File: src/rtl/psum_mux_arb.sv
// psum_mux_arb: shares one PSUM accumulation buffer between NUM_MAC MAC units.
//
// A round-robin arbiter picks one requesting MAC per cycle and returns a one-cycle
// one-hot Rdy pulse. The winner's {addr, psum} then goes through a two-stage
// read-add-write pipeline into the buffer. A back-to-back update of the same
// address takes its base from the previous write instead of the stale read data.
//
// Ports:
//   clk, rst          clock, synchronous active-high reset
//   I_Start, I_AccEn  start a row pass; AccEn picks accumulate (1) or overwrite (0)
//   I_Val/I_Addr/I_Psum/I_Empty   per-MAC request handshake and idle flags
//   O_Rdy             registered one-hot grant pulse
//   O_RdEn/O_RdAddr, I_RdData     buffer read port (data one cycle after enable)
//   O_WrEn/O_WrAddr/O_WrData      buffer write port
//   O_Busy, O_Done    pass in progress, one-cycle completion pulse
module psum_mux_arb #(
    parameter int unsigned NUM_MAC    = 16,
    parameter int unsigned PSUM_WIDTH = 24,
    parameter int unsigned ADDR_WIDTH = 4
) (
    input  logic                          clk,
    input  logic                          rst,
    input  logic                          I_Start,
    input  logic                          I_AccEn,
    input  logic [NUM_MAC-1:0]            I_Val,
    input  logic [NUM_MAC*ADDR_WIDTH-1:0] I_Addr,
    input  logic [NUM_MAC*PSUM_WIDTH-1:0] I_Psum,
    input  logic [NUM_MAC-1:0]            I_Empty,
    output logic [NUM_MAC-1:0]            O_Rdy,
    output logic                          O_RdEn,
    output logic [ADDR_WIDTH-1:0]         O_RdAddr,
    input  logic [PSUM_WIDTH-1:0]         I_RdData,
    output logic                          O_WrEn,
    output logic [ADDR_WIDTH-1:0]         O_WrAddr,
    output logic [PSUM_WIDTH-1:0]         O_WrData,
    output logic                          O_Busy,
    output logic                          O_Done
);

    localparam int unsigned IdxW = (NUM_MAC > 1) ? $clog2(NUM_MAC) : 1;
    localparam int unsigned SumW = IdxW + 1;

    typedef enum logic [1:0] {StIdle, StRun, StFlush} state_e;

    state_e                  state_q;
    logic                    acc_en_q;
    logic [1:0]              ign_q;
    logic [IdxW-1:0]         rr_q;
    logic [NUM_MAC-1:0]      rdy_q;

    logic                    s1_v_q;
    logic [ADDR_WIDTH-1:0]   s1_addr_q;
    logic [PSUM_WIDTH-1:0]   s1_psum_q;
    logic                    s2_v_q;
    logic [ADDR_WIDTH-1:0]   s2_addr_q;
    logic [PSUM_WIDTH-1:0]   s2_psum_q;

    // Copy of the previous cycle's write, used as the forwarding source.
    logic                    fwd_v_q;
    logic [ADDR_WIDTH-1:0]   fwd_addr_q;
    logic [PSUM_WIDTH-1:0]   fwd_sum_q;

    logic [NUM_MAC-1:0]      elig;
    logic                    gnt_v;
    logic [IdxW-1:0]         gnt_idx;
    logic [IdxW-1:0]         scan_idx;
    logic [SumW-1:0]         scan_sum;
    logic [PSUM_WIDTH-1:0]   base;
    logic [PSUM_WIDTH-1:0]   wr_sum;
    logic                    run_over;

    // The MAC holding Rdy this cycle may still show Val, so it sits out one round.
    assign elig = I_Val & ~rdy_q;

    always_comb begin
        gnt_v    = 1'b0;
        gnt_idx  = '0;
        scan_idx = '0;
        scan_sum = '0;
        for (int k = 0; k < int'(NUM_MAC); k++) begin
            scan_sum = {1'b0, rr_q} + SumW'(k);
            if (scan_sum >= SumW'(NUM_MAC)) begin
                scan_sum = scan_sum - SumW'(NUM_MAC);
            end
            scan_idx = scan_sum[IdxW-1:0];
            if (!gnt_v && elig[scan_idx]) begin
                gnt_v   = 1'b1;
                gnt_idx = scan_idx;
            end
        end
        if (state_q != StRun) begin
            gnt_v = 1'b0;
        end
    end

    // The prior write is still in flight to the buffer, so the read data would be stale.
    always_comb begin
        base = '0;
        if (acc_en_q) begin
            if (fwd_v_q && (fwd_addr_q == s2_addr_q)) begin
                base = fwd_sum_q;
            end else begin
                base = I_RdData;
            end
        end
        wr_sum = s2_psum_q + base;
    end

    assign run_over = (ign_q == 2'd0) && (&I_Empty) && !(|I_Val) && !(|rdy_q);

    always_ff @(posedge clk) begin
        if (rst) begin
            state_q    <= StIdle;
            acc_en_q   <= 1'b0;
            ign_q      <= 2'd0;
            rr_q       <= '0;
            rdy_q      <= '0;
            s1_v_q     <= 1'b0;
            s1_addr_q  <= '0;
            s1_psum_q  <= '0;
            s2_v_q     <= 1'b0;
            s2_addr_q  <= '0;
            s2_psum_q  <= '0;
            fwd_v_q    <= 1'b0;
            fwd_addr_q <= '0;
            fwd_sum_q  <= '0;
        end else begin
            rdy_q  <= '0;
            s1_v_q <= gnt_v;
            if (gnt_v) begin
                rdy_q[gnt_idx] <= 1'b1;
                s1_addr_q      <= I_Addr[gnt_idx*ADDR_WIDTH +: ADDR_WIDTH];
                s1_psum_q      <= I_Psum[gnt_idx*PSUM_WIDTH +: PSUM_WIDTH];
                if (gnt_idx == IdxW'(NUM_MAC - 1)) begin
                    rr_q <= '0;
                end else begin
                    rr_q <= gnt_idx + 1'b1;
                end
            end

            s2_v_q    <= s1_v_q;
            s2_addr_q <= s1_addr_q;
            s2_psum_q <= s1_psum_q;

            fwd_v_q    <= s2_v_q;
            fwd_addr_q <= s2_addr_q;
            fwd_sum_q  <= wr_sum;

            unique case (state_q)
                StIdle: begin
                    if (I_Start) begin
                        state_q  <= StRun;
                        acc_en_q <= I_AccEn;
                        // MAC Empty flags are unreliable right after their reset.
                        ign_q    <= 2'd2;
                    end
                end
                StRun: begin
                    if (ign_q != 2'd0) begin
                        ign_q <= ign_q - 2'd1;
                    end else if (run_over) begin
                        state_q <= StFlush;
                    end
                end
                StFlush: begin
                    if (!s1_v_q && !s2_v_q) begin
                        state_q <= StIdle;
                    end
                end
                default: state_q <= StIdle;
            endcase
        end
    end

    assign O_Rdy    = rdy_q;
    assign O_RdEn   = s1_v_q;
    assign O_RdAddr = s1_addr_q;
    assign O_WrEn   = s2_v_q;
    assign O_WrAddr = s2_addr_q;
    assign O_WrData = s2_v_q ? wr_sum : '0;
    assign O_Busy   = (state_q != StIdle);
    // High in the FLUSH cycle that returns to IDLE.
    assign O_Done   = (state_q == StFlush) && !s1_v_q && !s2_v_q;

endmodule

File: config.mk
export PLATFORM = sky130hd
export DESIGN_NAME = psum_mux_arb
export DESIGN_NICKNAME = d
export VERILOG_FILES = /design/src/rtl/psum_mux_arb.sv
export SDC_FILE = /design/constraint.sdc
export NUM_CORES = 1
export LEC_CHECK = 0
export ABC_CLOCK_PERIOD_IN_PS = 7700
export CAP_MARGIN = 25
export CELL_PAD_IN_SITES_DETAIL_PLACEMENT = 0
export CELL_PAD_IN_SITES_GLOBAL_PLACEMENT = 1
export CORE_AREA = 5 5 213 215
export DETAILED_ROUTE_END_ITERATION = 12
export DIE_AREA = 0 0 218 220
export HOLD_SLACK_MARGIN = 0.05
export PLACE_DENSITY_LB_ADDON = 0.1
export RECOVER_POWER = 25
export SLEW_MARGIN = 20
export SYNTH_ARGS = -nofsm -noshare
export SYNTH_HDL_FRONTEND = slang
export SYNTH_SLANG_ARGS = --single-unit
File: constraint.sdc
create_clock -name clk -period 7.7 [get_ports clk]
set_input_delay 0.77 -clock clk [delete_from_list [all_inputs] [get_ports clk]]
set_output_delay 0.77 -clock clk [all_outputs]
set_load 0.02 [all_outputs]
==> summary.md <==
| Metric | Value |
|---|---|
| Outcome | `complete, but fails checks` |
| Violated checks | `max-capacitance violations, max-slew violations` |
| Area growth syn-to-layout | `54.46%` |
| MaxCap Viol Count | `2` |
| Global-route wire length before repair | `93900 µm` |
| IO Pins | `560` |
| Post-synth top flop | `dfxtp_1` |
| Grt ovf | `0` |
| EDFF count, synth | `0` |
| Critical path class | `flip-flop to output port` |
| Number of global-route vias before repair | `14060` |
| Skew-Pair Late Insertion Delay | `0.37 ns` |
| Post-DP HPWL | `53220 µm` |
| Mapped Avg Cell Area | `7.391 µm²` |
| Routed Antenna Nets | `0` |
| Syn_nets | `2116` |
| Layout cell share with drive strength beyond 1 | `0.05407` |
| Design Area, Final | `17950 µm²` |
| Largest fanout on the critical path | `5` |
| Die ar. | `47960 µm²` |
| R2r endpoint | `s1_psum_q[13]` |
| Core Region | `about 44000 µm²` |
| RSZ-0062 raised after global routing | `no` |
| Final worst path period share | `0.8727` |
| Seq/Total Area, Yosys | `0.1930` |
| R2R setup slack | `1.59 ns` |
| Total track usage | `0.2583` |
| Max stage delay on crit path | `0.72 ns` |
| H-tree Lvls | `3` |
| CTS tree | `yes` |
| Vias per cell | `5.156` |
| Initial antenna violation count | `14` |
| Pwr/cell area | `approximately 400 nW/µm²` |
| Hold Buf Count CTS | `0` |
| #FFs+latches synth | `112` |
| Pleak | `~7 nW` |
| Via count | `13660` |
| Hold WC Path Type | `flip-flop to flip-flop` |
| DRT Wirelength | `between 60000 and 70000 µm` |
| Ys async rst share | `0` |
| Area leader, netlist | `dfxtp_1` |
| Fmax | `148.8 MHz` |
| CP arrival | `5.95 ns` |
| Crit path max-delay family | `compound AO/OA/AOI/OAI gates` |
| Die W | `roughly 220 µm` |
| Post-synth top area share | `0.1930` |
| Synth cell types | `82` |
| Crit. End Element | `output port` |
| Synth top area cells | `dfxtp_1, mux2i_1, nand2_1` |
| CTS Buf Count | `9` |
| Largest net degree at the start of global routing | `142` |
| Post-Synthesis Cells | `~1600` |
| Clock Path Buffers | `2` |
| Worst Reg-to-Reg Cells | `15` |
| DRT Pass-1 Iters | `5` |
| Tmin final | `6.719 ns` |
| Final Setup Violations | `0` |
| Final nets | `2592` |
| Crit path from | `O_WrAddr[3]` |
| Worst hold path cell count | `1` |
| Initial Util | `0.2668` |
| Slowest cell on crit path | `nor4_2` |
| Worst Hold Path EP | `s2_psum_q[17]` |
| Synth Area in Compound Gates | `0.2260` |
| Number of port buffers | `559` |
| Hold_sp | `s1_psum_q[17]` |
| Final Hold Fails | `0` |
| Wire per inst | `24.59 µm` |
| CTS clk-pin slew, worst paths | `0.09 ns` |
| Residual DRC | `0` |
| Cts repair resizes | `0` |
| DR iter-0 viols | `896` |
| Most frequent cells in the layout | `clkdlybuf4s50_1, nand2_1, mux2i_1` |
| Relative slew slack | `-0.4953` |
| Synth Area in XOR/XNOR | `0.03134` |
| Commonest non-fill, non-tap cell in the layout | `clkdlybuf4s50_1` |
| Setup TNS Final | `0 ns` |
| DP Area | `17630 µm²` |
| RR Startpoint | `rr_q[1]` |
| Final count of pins violating max slew | `83` |
| Post-synthesis mux area share | `0.1709` |
| Setup bufs post-CTS | `0` |
| Setup crit start kind | `flip-flop` |
| TritonCTS Sinks | `112` |
| Critical Path, Cell by Cell | `xor2_1, nor4_2, mux2i_1, nor2b_1, ha_1, fa_1, a21o_1, a21oi_1, o21bai_1, a21oi_1, o21bai_1, a211o_1, nand2_1, o21ai_0, o41a_1, a41o_1, o41ai_1, xnor2_1, and2_1, clkdlybuf4s50_1` |
| CP bufs+invs | `1` |
| Root Driver | `clkbuf_16` |
| Largest family of logic cells by synthesized area | `simple AND/OR/NAND/NOR gates` |
| Maximum vdd drop | `522.1 µV` |
| Die Span Y | `220 µm` |
| Synth Area in Simple Gates | `0.2801` |
| Critical Path RT | `6.93 ns` |
| Clock skew | `0.01364 ns` |
| Final GP Congestion | `0.9022` |
| Synthesized cell area | `11620 µm²` |
| Yosys warning total | `0` |
| Worst slew pin tran | `2.243 ns` |
| Std cell rows | `77` |
| Synth Area in Adders | `0.03941` |
[metal layers]
metal  GRT usage  part of all wire  wire length [µm]  vias to the layer above
met5           0            0.0014                93                        -
met4     0.04857             0.015               987                       16
met3     0.05193             0.062              4010                       51
met2      0.4524              0.49             32210                      470
met1      0.3325              0.43             27850                     6479
li1            -                 -                 -                     6648
[cell type report]
type	count	area, µm²
Clock buffer	10	239.0
Timing Repair Buffer	582	5818
Fill cell	4595	25600
Clock inverter	6	71.32
Inverter	22	87.58
Multi-Input combinational cell	1321	8735
Tap cell	592	740.7
Antenna cell	5	12.51
Sequential cell	112	2242
[worst max-delay path by stage]
stage,to,slack [ns],depth (start not counted)
floorplan,O_WrData[22],1.69,20
global placement,s1_psum_q[13],1.43,13
detailed placement,O_WrData[22],1.37,20
CTS,O_WrData[22],0.92,20
global route,O_WrData[22],0.64,20
finish,O_WrData[22],0.98,20
[metrics by stage]
| stage | total power [mW] | std cells | worst slack (ns) | util | hold WS (ns) |
|---|---|---|---|---|---|
| 5_1_grt | 7.879 | 2649 | 0.6404 | 0.4121 | 0.4811 |
| 3_3_place_gp | 6.821 | 2629 | 1.430 | 0.4048 | 0.4582 |
| 4_1_cts | 7.339 | 2645 | 0.9155 | 0.4119 | 0.4686 |
| 3_5_place_dp | 6.813 | 2629 | 1.367 | 0.4048 | 0.4565 |
| 2_1_floorplan | 4.884 | 1572 | 1.686 | - | 0.4325 |
| 6_report | 7.324 | 2650 | 0.9806 | 0.4121 | 0.4677 |
[cell families after synthesis]
group,Yosys count
xor gates and xnor gates,39
and+or+nand+nor,674
AOI/OAI and AO/OA,414
DFF,112
adders and majority gates,36
buffers and inverters,139
muxes,158
[where the power goes]
group,leakage (nW),switching (mW),internal [mW],total [mW]
combinational,5.85,3.85,2.14,5.98
sequential,0.916,0.122,0.714,0.836
clock,0.149,0.264,0.241,0.505
total,6.91,4.23,3.09,7.32
[registers in the layout, summed over array words and instances (netlist names)]
signal / cells
ign_q: 2
O_WrAddr: 4
O_Rdy: 16
fwd_sum_q: 24
fwd_v_q: 1
O_WrEn: 1
O_RdEn: 1
fwd_addr_q: 4
rr_q: 4
acc_en_q: 1
s2_psum_q: 24
O_RdAddr: 4
s1_psum_q: 24
state_q: 2
[cell usage after synthesis (4+ instances only)]
| cell type | instances |
|---|---|
| a211oi_1 | 33 |
| and2_1 | 52 |
| o2111ai_1 | 5 |
| a2bb2oi_1 | 4 |
| nand2b_1 | 20 |
| nor3_1 | 18 |
| inv_2 | 6 |
| inv_1 | 16 |
| clkbuf_1 | 41 |
| a31oi_1 | 54 |
| mux2i_1 | 116 |
| a21o_1 | 5 |
| o21bai_1 | 8 |
| a32oi_1 | 19 |
| ha_1 | 35 |
| or3_1 | 9 |
| nand4_1 | 7 |
| or2_2 | 4 |
| nand3b_1 | 7 |
| mux2_2 | 9 |
| buf_2 | 55 |
| a22oi_1 | 16 |
| a22o_1 | 5 |
| nand3_1 | 42 |
| buf_6 | 7 |
| xnor2_1 | 27 |
| nor2_1 | 85 |
| nor2b_1 | 79 |
| o21ai_0 | 62 |
| and2_0 | 22 |
| nor4_1 | 9 |
| and3_1 | 10 |
| dfxtp_1 | 112 |
| xor2_1 | 9 |
| nand2_1 | 294 |
| o22ai_1 | 43 |
| buf_4 | 12 |
| o21ai_1 | 10 |
| a21oi_1 | 113 |
| mux4_2 | 31 |
(Power assumes the default switching activity.)
